==> src/rtl/fx_bus_pkg.sv <==
// fx_bus_pkg: shared fx bus widths, opcodes and state encodings.
// Optional feature macro: FX_MST_WR_ACK_EN (write-acknowledge byte and ACK state).
package fx_bus_pkg;

   localparam int FX_AW     = 22;
   localparam int FX_DEV_HI = 21;
   localparam int FX_DEV_LO = 16;
   localparam int FX_DEV_W  = FX_DEV_HI - FX_DEV_LO + 1;

   localparam logic [7:0] OP_WR = 8'h57;
   localparam logic [7:0] OP_RD = 8'h52;
`ifdef FX_MST_WR_ACK_EN
   localparam logic [7:0] ACK_BYTE = 8'hAA;
`endif

   typedef logic [FX_AW-1:0] fx_addr_t;

   // Frame assembly states, owned by the command parser.
   typedef enum logic [2:0] {
      P_IDLE,
      P_ADDR2,
      P_ADDR1,
      P_ADDR0,
      P_DATA
   } parse_state_e;

   // Strobe and response sequencing states, owned by the master.
   typedef enum logic [2:0] {
      S_IDLE,
      S_WR,
      S_RD,
      S_RD_WAIT,
`ifdef FX_MST_WR_ACK_EN
      S_RESP,
      S_ACK
`else
      S_RESP
`endif
   } seq_state_e;

   // Device id occupies the top field; A2[7:6] never reach the bus.
   function automatic fx_addr_t fx_make_addr(input logic [FX_DEV_W-1:0] dev,
                                             input logic [7:0]          addr_hi,
                                             input logic [7:0]          addr_lo);
      return {dev, addr_hi, addr_lo};
   endfunction

endpackage

==> src/rtl/fx_bus_master_if.sv <==
// fx_bus_master_if: command stream, response stream and fx bus signals.
// master = fx_bus_master side, slave = host/slave side.
interface fx_bus_master_if;
   import fx_bus_pkg::*;

   logic [7:0] cmd_data;
   logic       cmd_valid;
   logic       cmd_ready;
   logic [7:0] resp_data;
   logic       resp_valid;
   logic       resp_ready;
   fx_addr_t   fx_waddr;
   logic       fx_wr;
   logic [7:0] fx_data;
   fx_addr_t   fx_raddr;
   logic       fx_rd;
   logic [7:0] fx_q;
   logic [7:0] err_cnt;

   modport master (
      input  cmd_data, cmd_valid, resp_ready, fx_q,
      output cmd_ready, resp_data, resp_valid, fx_waddr, fx_wr, fx_data,
             fx_raddr, fx_rd, err_cnt
   );

   modport slave (
      output cmd_data, cmd_valid, resp_ready, fx_q,
      input  cmd_ready, resp_data, resp_valid, fx_waddr, fx_wr, fx_data,
             fx_raddr, fx_rd, err_cnt
   );

endinterface

==> src/rtl/fx_cmd_parser.sv <==
// fx_cmd_parser: takes the command byte stream, assembles write/read frames
// and counts dropped opcode bytes (saturating). frame_done pulses in the
// cycle of the last byte handshake, with frame_addr/frame_data valid then.
module fx_cmd_parser
   import fx_bus_pkg::*;
(
   input  logic       clk_sys,
   input  logic       rst_n,
   input  logic [7:0] cmd_data,
   input  logic       cmd_valid,
   input  logic       cmd_ready,
   output logic       frame_done,
   output logic       frame_wr,
   output fx_addr_t   frame_addr,
   output logic [7:0] frame_data,
   output logic [7:0] err_cnt
);

   parse_state_e         state, state_nxt;
   logic                 is_wr;
   logic [FX_DEV_W-1:0]  dev_id;
   logic [7:0]           addr_hi;
   logic [7:0]           addr_lo;
   logic                 xfer;
   logic                 bad_op;

   assign xfer = cmd_valid && cmd_ready;

   // Next frame position and completion/error pulses for this cycle's byte.
   always_comb begin
      // NOTE: every output gets a default first so no path can infer a latch.
      state_nxt  = state;
      frame_done = 1'b0;
      bad_op     = 1'b0;
      if (xfer) begin
         case (state)
            P_IDLE: begin
               if (cmd_data == OP_WR || cmd_data == OP_RD) state_nxt = P_ADDR2;
               else                                        bad_op    = 1'b1;
            end
            P_ADDR2: state_nxt = P_ADDR1;
            P_ADDR1: state_nxt = P_ADDR0;
            P_ADDR0: begin
               if (is_wr) begin
                  state_nxt = P_DATA;
               end else begin
                  state_nxt  = P_IDLE;
                  frame_done = 1'b1;
               end
            end
            P_DATA: begin
               state_nxt  = P_IDLE;
               frame_done = 1'b1;
            end
            default: state_nxt = P_IDLE;
         endcase
      end
   end

   // A read completes on A0, so the low address byte comes straight off the bus.
   assign frame_wr   = is_wr;
   assign frame_addr = fx_make_addr(dev_id, addr_hi,
                                    (state == P_ADDR0) ? cmd_data : addr_lo);
   assign frame_data = cmd_data;

   // Frame field registers and the saturating bad-opcode counter.
   always_ff @(posedge clk_sys) begin
      // NOTE: non-blocking assignments so every register samples pre-edge values.
      if (!rst_n) begin
         state   <= P_IDLE;
         is_wr   <= 1'b0;
         dev_id  <= '0;
         addr_hi <= '0;
         addr_lo <= '0;
         err_cnt <= '0;
      end else begin
         state <= state_nxt;
         if (xfer) begin
            case (state)
               P_IDLE:  is_wr   <= (cmd_data == OP_WR);
               P_ADDR2: dev_id  <= cmd_data[FX_DEV_W-1:0];
               P_ADDR1: addr_hi <= cmd_data;
               P_ADDR0: addr_lo <= cmd_data;
               default: ;
            endcase
         end
         if (bad_op && err_cnt != 8'hFF) err_cnt <= err_cnt + 8'd1;
      end
   end

endmodule

==> src/rtl/fx_bus_master.sv <==
// fx_bus_master: turns parsed command frames into single-cycle fx write/read
// strobes and returns read data as a response byte.
// Optional feature macro: FX_MST_WR_ACK_EN (each write returns one 8'hAA byte).
module fx_bus_master
   import fx_bus_pkg::*;
(
   input  logic             clk_sys,
   input  logic             rst_n,
   fx_bus_master_if.master  bus
);

   seq_state_e  state, state_nxt;
   logic        frame_done;
   logic        frame_wr;
   fx_addr_t    frame_addr;
   logic [7:0]  frame_data;

   // Bytes flow only while nothing is in flight, and never while in reset.
   assign bus.cmd_ready = rst_n && (state == S_IDLE);

   fx_cmd_parser u_parser (
      .clk_sys    (clk_sys),
      .rst_n      (rst_n),
      .cmd_data   (bus.cmd_data),
      .cmd_valid  (bus.cmd_valid),
      .cmd_ready  (bus.cmd_ready),
      .frame_done (frame_done),
      .frame_wr   (frame_wr),
      .frame_addr (frame_addr),
      .frame_data (frame_data),
      .err_cnt    (bus.err_cnt)
   );

   // Strobe/response sequencing and the strobes decoded from it.
   always_comb begin
      state_nxt      = state;
      bus.fx_wr      = 1'b0;
      bus.fx_rd      = 1'b0;
      bus.resp_valid = 1'b0;
      case (state)
         S_IDLE: begin
            if (frame_done) state_nxt = frame_wr ? S_WR : S_RD;
         end
         S_WR: begin
            bus.fx_wr = 1'b1;
`ifdef FX_MST_WR_ACK_EN
            state_nxt = S_ACK;
`else
            state_nxt = S_IDLE;
`endif
         end
         S_RD: begin
            bus.fx_rd = 1'b1;
            state_nxt = S_RD_WAIT;
         end
         S_RD_WAIT: state_nxt = S_RESP;
         S_RESP: begin
            bus.resp_valid = 1'b1;
            if (bus.resp_ready) state_nxt = S_IDLE;
         end
`ifdef FX_MST_WR_ACK_EN
         S_ACK: begin
            bus.resp_valid = 1'b1;
            if (bus.resp_ready) state_nxt = S_IDLE;
         end
`endif
         default: state_nxt = S_IDLE;
      endcase
   end

   // State register plus address/data/response holding registers.
   always_ff @(posedge clk_sys) begin
      if (!rst_n) begin
         state         <= S_IDLE;
         bus.fx_waddr  <= '0;
         bus.fx_data   <= '0;
         bus.fx_raddr  <= '0;
         bus.resp_data <= '0;
      end else begin
         state <= state_nxt;
         if (frame_done && frame_wr) begin
            bus.fx_waddr <= frame_addr;
            bus.fx_data  <= frame_data;
         end
         if (frame_done && !frame_wr) bus.fx_raddr <= frame_addr;
         // Slaves present read data the cycle after the strobe.
         if (state == S_RD_WAIT) bus.resp_data <= bus.fx_q;
`ifdef FX_MST_WR_ACK_EN
         if (state == S_WR) bus.resp_data <= ACK_BYTE;
`endif
      end
   end

endmodule

==> src/flat_wrapper.sv <==
// flat-port wrapper written by rule: the top's interface ports become plain ports
module fx_bus_master_flat import fx_bus_pkg::*;
  (clk_sys, rst_n, bus_cmd_data, bus_cmd_valid, bus_resp_ready, bus_fx_q, bus_cmd_ready, bus_resp_data, bus_resp_valid, bus_fx_waddr, bus_fx_wr, bus_fx_data, bus_fx_raddr, bus_fx_rd, bus_err_cnt);
  fx_bus_master_if bus_i ();
  input  logic clk_sys;
  input  logic rst_n;
  input wire logic [$bits(bus_i.cmd_data)-1:0] bus_cmd_data;
  input wire logic [$bits(bus_i.cmd_valid)-1:0] bus_cmd_valid;
  input wire logic [$bits(bus_i.resp_ready)-1:0] bus_resp_ready;
  input wire logic [$bits(bus_i.fx_q)-1:0] bus_fx_q;
  output wire logic [$bits(bus_i.cmd_ready)-1:0] bus_cmd_ready;
  output wire logic [$bits(bus_i.resp_data)-1:0] bus_resp_data;
  output wire logic [$bits(bus_i.resp_valid)-1:0] bus_resp_valid;
  output wire logic [$bits(bus_i.fx_waddr)-1:0] bus_fx_waddr;
  output wire logic [$bits(bus_i.fx_wr)-1:0] bus_fx_wr;
  output wire logic [$bits(bus_i.fx_data)-1:0] bus_fx_data;
  output wire logic [$bits(bus_i.fx_raddr)-1:0] bus_fx_raddr;
  output wire logic [$bits(bus_i.fx_rd)-1:0] bus_fx_rd;
  output wire logic [$bits(bus_i.err_cnt)-1:0] bus_err_cnt;
  assign bus_i.cmd_data = bus_cmd_data;
  assign bus_i.cmd_valid = bus_cmd_valid;
  assign bus_i.resp_ready = bus_resp_ready;
  assign bus_i.fx_q = bus_fx_q;
  assign bus_cmd_ready = bus_i.cmd_ready;
  assign bus_resp_data = bus_i.resp_data;
  assign bus_resp_valid = bus_i.resp_valid;
  assign bus_fx_waddr = bus_i.fx_waddr;
  assign bus_fx_wr = bus_i.fx_wr;
  assign bus_fx_data = bus_i.fx_data;
  assign bus_fx_raddr = bus_i.fx_raddr;
  assign bus_fx_rd = bus_i.fx_rd;
  assign bus_err_cnt = bus_i.err_cnt;
  fx_bus_master u_core (.clk_sys(clk_sys), .rst_n(rst_n), .bus(bus_i));
endmodule
==> config.mk <==
export PLATFORM = sky130hd
export DESIGN_NAME = fx_bus_master_flat
export DESIGN_NICKNAME = d
export VERILOG_FILES = /design/src/rtl/fx_bus_pkg.sv /design/src/rtl/fx_bus_master_if.sv /design/src/rtl/fx_cmd_parser.sv /design/src/rtl/fx_bus_master.sv /design/src/flat_wrapper.sv
export SDC_FILE = /design/constraint.sdc
export NUM_CORES = 1
export LEC_CHECK = 0
export CORE_MARGIN = 5
export CORE_UTILIZATION = 50
export CTS_BUF_LIST = sky130_fd_sc_hd__clkbuf_4
export CTS_CLUSTER_DIAMETER = 50
export DETAILED_ROUTE_END_ITERATION = 10
export HOLD_SLACK_MARGIN = 0.08
export PLACE_DENSITY = 0.87
export SLEW_MARGIN = 20
export SYNTH_ARGS = -nofsm -noshare
export SYNTH_HDL_FRONTEND = slang
export SYNTH_HIERARCHICAL = 1
export SYNTH_SLANG_ARGS = --single-unit
==> constraint.sdc <==
create_clock -name clk_sys -period 2.9 [get_ports clk_sys]
set_input_delay 0.87 -clock clk_sys [delete_from_list [all_inputs] [get_ports clk_sys]]
set_output_delay 0.87 -clock clk_sys [all_outputs]
set_load 0.01 [all_outputs]
# ---- Word level (Yosys, flattened, before mapping)
# Index checks and enable logic that the tools add are counted.
dict set report classes {
  add_sub_neg 1
  eq_ne 14
  n_mux 17
  reduce_logical 14
}
# cell count
set ops {}
lappend ops {{3-bit one-hot mux with 4 select lines} 2}
lappend ops {{8-bit by 7-bit == test with 1-bit output (second input constant)} 2}
lappend ops {{3-bit by 2-bit == test with 1-bit output (second input constant)} 4}
lappend ops {{3-bit two-way mux} 4}
lappend ops {{2-bit AND reduction} 5}
lappend ops {{8-bit by 1-bit adder with 8-bit output (second input constant)} 1}
lappend ops {{1-bit two-way mux} 8}
lappend ops {{8-bit two-way mux} 1}
lappend ops {{8-bit != test (second input constant)} 1}
lappend ops {{3-bit by 1-bit == test with 1-bit output (second input constant)} 2}
lappend ops {{3-bit == test (second input constant)} 2}
lappend ops {{3-bit zero test} 2}
lappend ops {{1-bit logical AND} 5}
lappend ops {{2-bit != test (second input constant)} 2}
lappend ops {{2-bit two-way mux} 1}
lappend ops {{2-bit by 1-bit != test with 1-bit output (second input constant)} 1}
lappend ops {{1-bit one-hot mux with 2 select lines} 1}
lappend ops {{1-bit zero test} 1}
lappend ops {{1-bit logical OR} 1}
dict set report word_totals {
  reg_bits 97
  in_bits 20
  out_inout_bits 72
  wordCells 57
}

# ---- Logic depth before layout (Yosys ltp)
# Gate-level depths: netlist of the first run.
dict set report logic_depth {
  word_depth 6
  ltp_mapped 11
  depth_no_buf 7
}

# ---- Hierarchy
# Netlist of the first run, hierarchy kept.
# module n_inst cells_each area_per_inst_um2 seq_area_each_um2
set modules_own_cells {}
lappend modules_own_cells {fx_bus_master 1 276 2363.5 1261.2}
lappend modules_own_cells {fx_cmd_parser 1 195 1707.9 680.7}

# ---- Least setup slack after synthesis of the first run
# Ideal clock, no wire load.
dict set report synth_path {
  kind {input to register}
  from {input rst_n}
  to {register u_core/bus.fx_raddr[12] (netlist name)}
  setup_ps 70
  t_arrival_ps 2677
  required_ps 2830
  slack_ps 153
  cell_stages 9
  n_path_buf 2
  path_cell_list {nor3b_1 > nor2b_1 > nand2_1 > clkbuf_1 > nor2_1 > and2b_1 > buf_2 > nand2_1 > a21boi_1}
}
dict set report synth_between {
  elab_chain_cells 4
}
# element line
set synth_rtl {}
lappend synth_rtl {{from (decl)} flat_wrapper.sv:6} ;# input logic rst_n;
lappend synth_rtl {{1-bit logical AND} fx_bus_master.sv:19} ;# assign bus.cmd_ready = rst_n && (state == S_IDLE);
lappend synth_rtl {{via bus_cmd_ready} flat_wrapper.sv:11} ;# output wire logic [$bits(bus_i.cmd_ready)-1:0] bus_cmd_ready;
lappend synth_rtl {{1-bit logical AND} fx_cmd_parser.sv:27} ;# assign xfer = cmd_valid && cmd_ready;
lappend synth_rtl {{1-bit two-way mux} fx_cmd_parser.sv:35} ;# if (xfer) begin
lappend synth_rtl {{via u_core.frame_done} fx_bus_master.sv:13} ;# logic frame_done;
lappend synth_rtl {{1-bit logical AND} fx_bus_master.sv:85} ;# if (frame_done && !frame_wr) bus.fx_raddr <= frame_addr;
lappend synth_rtl {{to (signal assigned)} fx_bus_master.sv:85}
lappend synth_rtl {{to (decl)} fx_bus_master_if.sv:23} ;# fx_raddr, fx_rd, err_cnt
# The timed path passes the listed nets, and every way through them passes these cells.
# A chain may end at the register's enable or synchronous reset.

# ---- Final worst setup path of the first run
dict set report layout_path {
  from {input rst_n}
  to {output bus_cmd_ready}
}
dict set report layout_between {
  elab_chain_cells 1
}
# element line
set layout_rtl {}
lappend layout_rtl {{1-bit logical AND} fx_bus_master.sv:19}
lappend layout_rtl {{to (decl)} flat_wrapper.sv:11}
# No other way between the ends.

==> results.cfg, run 1 <==
[clocking]
h-tree-depth = 3
cts.sink_count = 97
cts_buffers = 9
tritoncts = done
clock_latency_ns = 0.45
cts.reportedPaths.clkPinSlew_ns = 0.15
cts_buffer_depth = 2
root_buffer = clkbuf_4
hold_buffers = 0

[place]
dp_hpwl_um = 7140
place_inst = 652
gp_congestion = 0.785
place_area_mm2 = 0.00504
dpl_worst_slack_ns = -0.0556
io_buffers = 91

[route]
met1_length_um = 4260
num_vias = 3603
wl_met3_um = 770
wl_per_cell_um = 15.1
drtIter0Drc = 256
dr_wl_met2_um = 4940
via_per_inst = 5.39
antenna_left = 0
drc = 0
drt-pass1-iter-count = 6
drt_wl_total_um = 10100
routed.top_layer = met4

[synth]
ys_ff_latch = 97
synth_area_mm2 = 0.00407
yosysWarnings = 6
synth_fp_nets = 492
async_flop_share = 0
synth.avg_cell_area_um2 = 8.64
ys_types = 45
synth_edf_count = 0
synth_cells = 471
synth_ff_type = dfxtp_1
ys_seq_area_frac = 0.477

[floorplanning]
initial_core_util = 0.503
rows = 33
die_h_um = 100
io_pins = 92
dieArea_mm2 = 0.0100
fp.dieW_um = 100
coreArea_mm2 = 0.00809

[setup_path]
arrival_ns = 1.97
crit_required_ns = 2.03
slowest_stage = clkdlybuf4s50_1
endpoint_kind = output pin
critPathBufInv = 2
path_class = in2out
cp_max_fo = 3
slowest_delay_ns = 0.55
cpLargestDelayFamily = buffers and inverters
start_kind = input pin
worstPathCellList = buf_2 -> nor3b_2 -> nor2b_2 -> clkdlybuf4s50_1

[grt]
grt_max_degree = 79
grt_pass1_vias = 3491
grt_use_total = 0.207
grt_pass1_wl_um = 16800
grt-ovfl-total = 0
antenna_found_initial = 1

[sta]
fmax_mhz = 353
tightest_slew_ns = 0.648
setup_viol_count_final = 0
final_max_slew_viol_count = 0
final-hold-violation-count = 0
period_needed_ns = 2.84
slew_headroom = 0.568
setup-tns-final_ns = 0
skew_ns = 0.0143
fin_ws_ns = 0.0633
fin_crit_sh = 0.978

[outcome]
status = completed

[cells_and_area]
drive_above_1_share = 0.0977
finalNonFillerCells = 669
multi_input_area_mm2 = 0.00189
fin_area_mm2 = 0.00519
regArea_mm2 = 0.00194
area_growth_pct = 27.4
fillCellCount = 713
layout.nets = 579

[run]
maxCapViolations = 0

[power_and_ir_drop]
total_power_mw = 2.21
ir_drop_v = 0.000222
leakage_nw = 1.82
powerDensity_mw_per_mm2 = 425

[worst_hold_path]
hold_class = reg2reg
metal layers:
| metal | track usage | vias to the layer above |
|---|---|---|
| met5 | 0 | - |
| met4 | 0.0622 | 0 |
| met3 | 0.0667 | 17 |
| met2 | 0.352 | 135 |
| met1 | 0.250 | 1702 |
| li1 | - | 1749 |
final timing paths:
kind	start	slack [ns]	cells past startpoint	to
max reg2reg	u_core/state[0]	0.72	9	u_core/bus.fx_waddr[7]
min reg2reg	u_core/bus.fx_raddr[5]	0.46	2	u_core/bus.fx_raddr[5]
min	u_core/bus.fx_raddr[5]	0.46	2	u_core/bus.fx_raddr[5]
max	rst_n	0.06	4	bus_cmd_ready
report_power, final:
group	switching (mW)	internal, mW	total (mW)
clock network	0.509	0.203	0.713
registers	0.00664	1.34	1.35
logic	0.0736	0.0706	0.144
synth_stat cells, types with 3 or more instances:
cell type / count / area [µm²]
nand2_1: 134 / 503
dfxtp_1: 97 / 1940
a21boi_1: 50 / 375
nor2_1: 29 / 109
nand3_1: 18 / 90.1
a21oi_1: 15 / 75.1
buf_4: 13 / 97.6
clkbuf_1: 12 / 45.0
mux2i_1: 10 / 100
nor3_1: 10 / 50.1
o21ai_0: 9 / 45.0
buf_2: 8 / 40.0
mux2_2: 8 / 90.1
nand2b_1: 7 / 43.8
nand4_1: 4 / 25.0
nor3b_1: 4 / 30.0
a21boi_0: 3 / 22.5
and2_1: 3 / 18.8
nor4_1: 3 / 18.8
state kept, by name, summed over array words and instances (netlist names):
name                      cells
u_core/u_parser/addr_lo       8
u_core/bus.fx_data            8
u_core/u_parser/state         3
u_core/state                  3
u_core/u_parser/err_cnt       8
u_core/bus.fx_raddr          22
u_core/bus.fx_waddr          22
u_core/bus.resp_data          8
u_core/u_parser/frame_wr      1
u_core/u_parser/dev_id        6
u_core/u_parser/addr_hi       8
timing repair:
| item | in CTS | in global routing |
|---|---|---|
| setup endpoints to repair | 1 | 1 |
| gates resized for setup | 1 | 1 |
| setup buffers | 0 | 0 |
cell usage in the layout, fill, tap and decap left out, types with 10 or more instances in the layout:
master	instances
nand2_1	134
clkdlybuf4s50_1	90
nor2_1	29
a21boi_1	50
buf_4	23
dfxtp_1	97
nand3_1	18
nor3_1	10
a21oi_1	15
mux2i_1	10
kinds of logic (layout without fill, tap and decap cells):
logic type                 after synthesis  in the layout  synth area share
other                                    0              1                 0
and+or+nand+nor                        229            229             0.267
xor gates and xnor gates                 1              1           0.00215
muxes                                   18             18            0.0467
adders and majority gates                1              1           0.00307
buffers and inverters                   39            131            0.0605
AOI/OAI and AO/OA                       86             86             0.144
DFF                                     97             97             0.477
worst reg2reg max path: stages (launching register included):
cell      delay [ns]
dfxtp_1         0.41
nor3b_2         0.25
nor2b_2         0.22
buf_4           0.15
nand2_1         0.17
nor2_1          0.31
and2_1          0.19
buf_4           0.22
nand2_1         0.08
a21boi_1        0.12
per-stage QoR:
step,util,hold WS [ns]
after detailed placement,0.623,0.445
after CTS,0.641,0.465
final,0.641,0.463
after floorplan,-,0.443
after global routing,0.641,0.488
after global placement,0.623,0.442
cell type report:
type | count | area share
Multi-Input combinational cell | 335 | 0.364
Tap cell | 105 | 0.0253
Sequential cell | 97 | 0.374
Antenna cell | 1 | 0.000482
Timing Repair Buffer | 114 | 0.208
Inverter | 1 | 0.000723
Clock buffer | 9 | 0.0130
Clock inverter | 7 | 0.0140
(Power assumes the default switching activity.)
==> run 2: changes to the inputs <==
--- a/config.mk
+++ b/config.mk
@@ -11,7 +11,7 @@
 export CTS_CLUSTER_DIAMETER = 50
 export DETAILED_ROUTE_END_ITERATION = 10
 export HOLD_SLACK_MARGIN = 0.08
-export PLACE_DENSITY = 0.87
+export PLACE_DENSITY = 0.9
 export SLEW_MARGIN = 20
 export SYNTH_ARGS = -nofsm -noshare
 export SYNTH_HDL_FRONTEND = slang
==> results.cfg, run 2 (synthesis gave the netlist of run 1 again) <==
[worst_hold_path]
holdCritStartpoint = u_core/bus.fx_data[0]
min_delay_worst_endpoint = u_core/bus.fx_data[0]
hold_class = reg2reg
min_path_cells = 2

[clocking]
h-tree-depth = 3
clock_latency_ns = 0.45
cts_buffer_depth = 2
cts.sink_count = 97
cts.reportedPaths.clkPinSlew_ns = 0.13
hold_buffers = 0
root_buffer = clkbuf_4
tritoncts = done
cts_buffers = 9

[floorplanning]
initial_core_util = 0.503
rows = 33
dieArea_mm2 = 0.0100
io_pins = 92
die_h_um = 100
fp.dieW_um = 100
coreArea_mm2 = 0.00809

[sta]
setup_viol_count_final = 0
final-hold-violation-count = 0
slew_headroom = 0.581
rsz0062_at_grt = false
final_max_slew_viol_count = 0
tightest_slew_ns = 0.629
fin_crit_sh = 0.973
fmax_mhz = 355
period_needed_ns = 2.82
skew_ns = 0.0180

[grt]
antenna_found_initial = 0
grt_pass1_wl_um = 16500
grt_use_total = 0.205
grt-ovfl-total = 0
grt_pass1_vias = 3425
grt_max_degree = 78

[route]
drtIter0Drc = 317
wl_per_cell_um = 15.0
drc = 0
via_per_inst = 5.28
drt-pass1-iter-count = 5
drt_wl_total_um = 10000
num_vias = 3535
antenna_left = 0

[cells_and_area]
mostFrequentLayoutCells = nand2_1, dfxtp_1, clkdlybuf4s50_1
fillCellCount = 695
largestRegisters = u_core/bus.fx_raddr: 22 flops, u_core/bus.fx_waddr: 22 flops
diodes = 0
final_common_cell = nand2_1
final_core_util = 0.645
regArea_mm2 = 0.00194
drive_above_1_share = 0.0993
fin_area_mm2 = 0.00522
layout.nets = 580
multi_input_area_mm2 = 0.00189
area_growth_pct = 28.2
finalNonFillerCells = 669

[run]
maxCapViolations = 0

[setup_path]
start_kind = input pin
endpoint_kind = output pin
regToRegEndpoint = u_core/bus.fx_data[3]
crit_required_ns = 2.03
arrival_ns = 1.95
regToRegSetupSlack_ns = 0.83
reg2regPathDepth = 9
cp_max_fo = 3
timing.rr.start = u_core/u_parser/state[1]
path_class = in2out

[power_and_ir_drop]
ir_drop_v = 0.000242
leakage_nw = 1.84
powerDensity_mw_per_mm2 = 442

[place]
gp_congestion = 0.911
place_area_mm2 = 0.00505
dp_hpwl_um = 7120
io_buffers = 91
place_inst = 653

[outcome]
status = completed
-- run 2: cell types whose count changed in the layout (fill, tap and decap cells not counted) --
cell / change
clkinv_8: -1
clkbuf_4: +1
inv_8: -2
diode_2: -1
clkinv_4: -1
clkinv_2: +1
bufinv_16: +2
buf_4: +1
-- run 2: report_power, final --
part | leakage (nW) | internal, mW | switching (mW)
clock network | 0.0874 | 0.364 | 0.452
logic | 0.965 | 0.0704 | 0.0730
registers | 0.782 | 1.34 | 0.00671
total | 1.84 | 1.78 | 0.532
-- run 2: worst max-delay path by stage --
stage                from                 endpoint  slack [ns]  depth (start not counted)
global placement    rst_n            bus_cmd_ready       -0.01                          4
detailed placement  rst_n            bus_cmd_ready       -0.03                          4
global route        rst_n            bus_cmd_ready        0.02                          4
CTS                 rst_n            bus_cmd_ready        0.05                          4
finish              rst_n            bus_cmd_ready        0.08                          4
floorplan           rst_n  u_core/bus.fx_raddr[12]        0.15                          9
-- run 2: metal layers --
| metal | up-vias | share of wire | GRT usage |
|---|---|---|---|
| li1 | 1746 | - | - |
| met1 | 1653 | 0.43 | 0.261 |
| met2 | 128 | 0.49 | 0.339 |
| met3 | 8 | 0.070 | 0.0591 |
| met4 | 0 | 0.010 | 0.0560 |
| met5 | - | 0 | 0 |
-- run 2: timing repair --
action                     in CTS  in global routing
pin swaps                       0                  0
resized for setup               1                  1
setup buffers                   0                  0
gates cloned                    0                  0
setup endpoints to repair       1                  1
-- run 2: critical path, stage by stage --
cell             delay (ns)
buf_2                  0.11
nor3b_2                0.21
nor2b_2                0.21
clkdlybuf4s50_1        0.55
-- run 2: final cells by class --
class,instances,area share
flip-flops and latches,97,0.372
clock buffers,10,0.0144
inverters,1,0.000719
well taps,105,0.0252
multi-input cells,335,0.362
clock inverters,6,0.0173
repair buffers,115,0.208
-- run 2: stage by stage --
stage	setup TNS, ns	power (mW)	hold slack (ns)	setup WS [ns]
after floorplan	0	1.46	0.443	0.153
after global placement	-0.00994	1.51	0.440	-0.00994
after detailed placement	-0.0317	1.52	0.447	-0.0317
after CTS	0	2.32	0.467	0.0468
after global routing	0	2.40	0.486	0.0169
final	0	2.31	0.466	0.0792
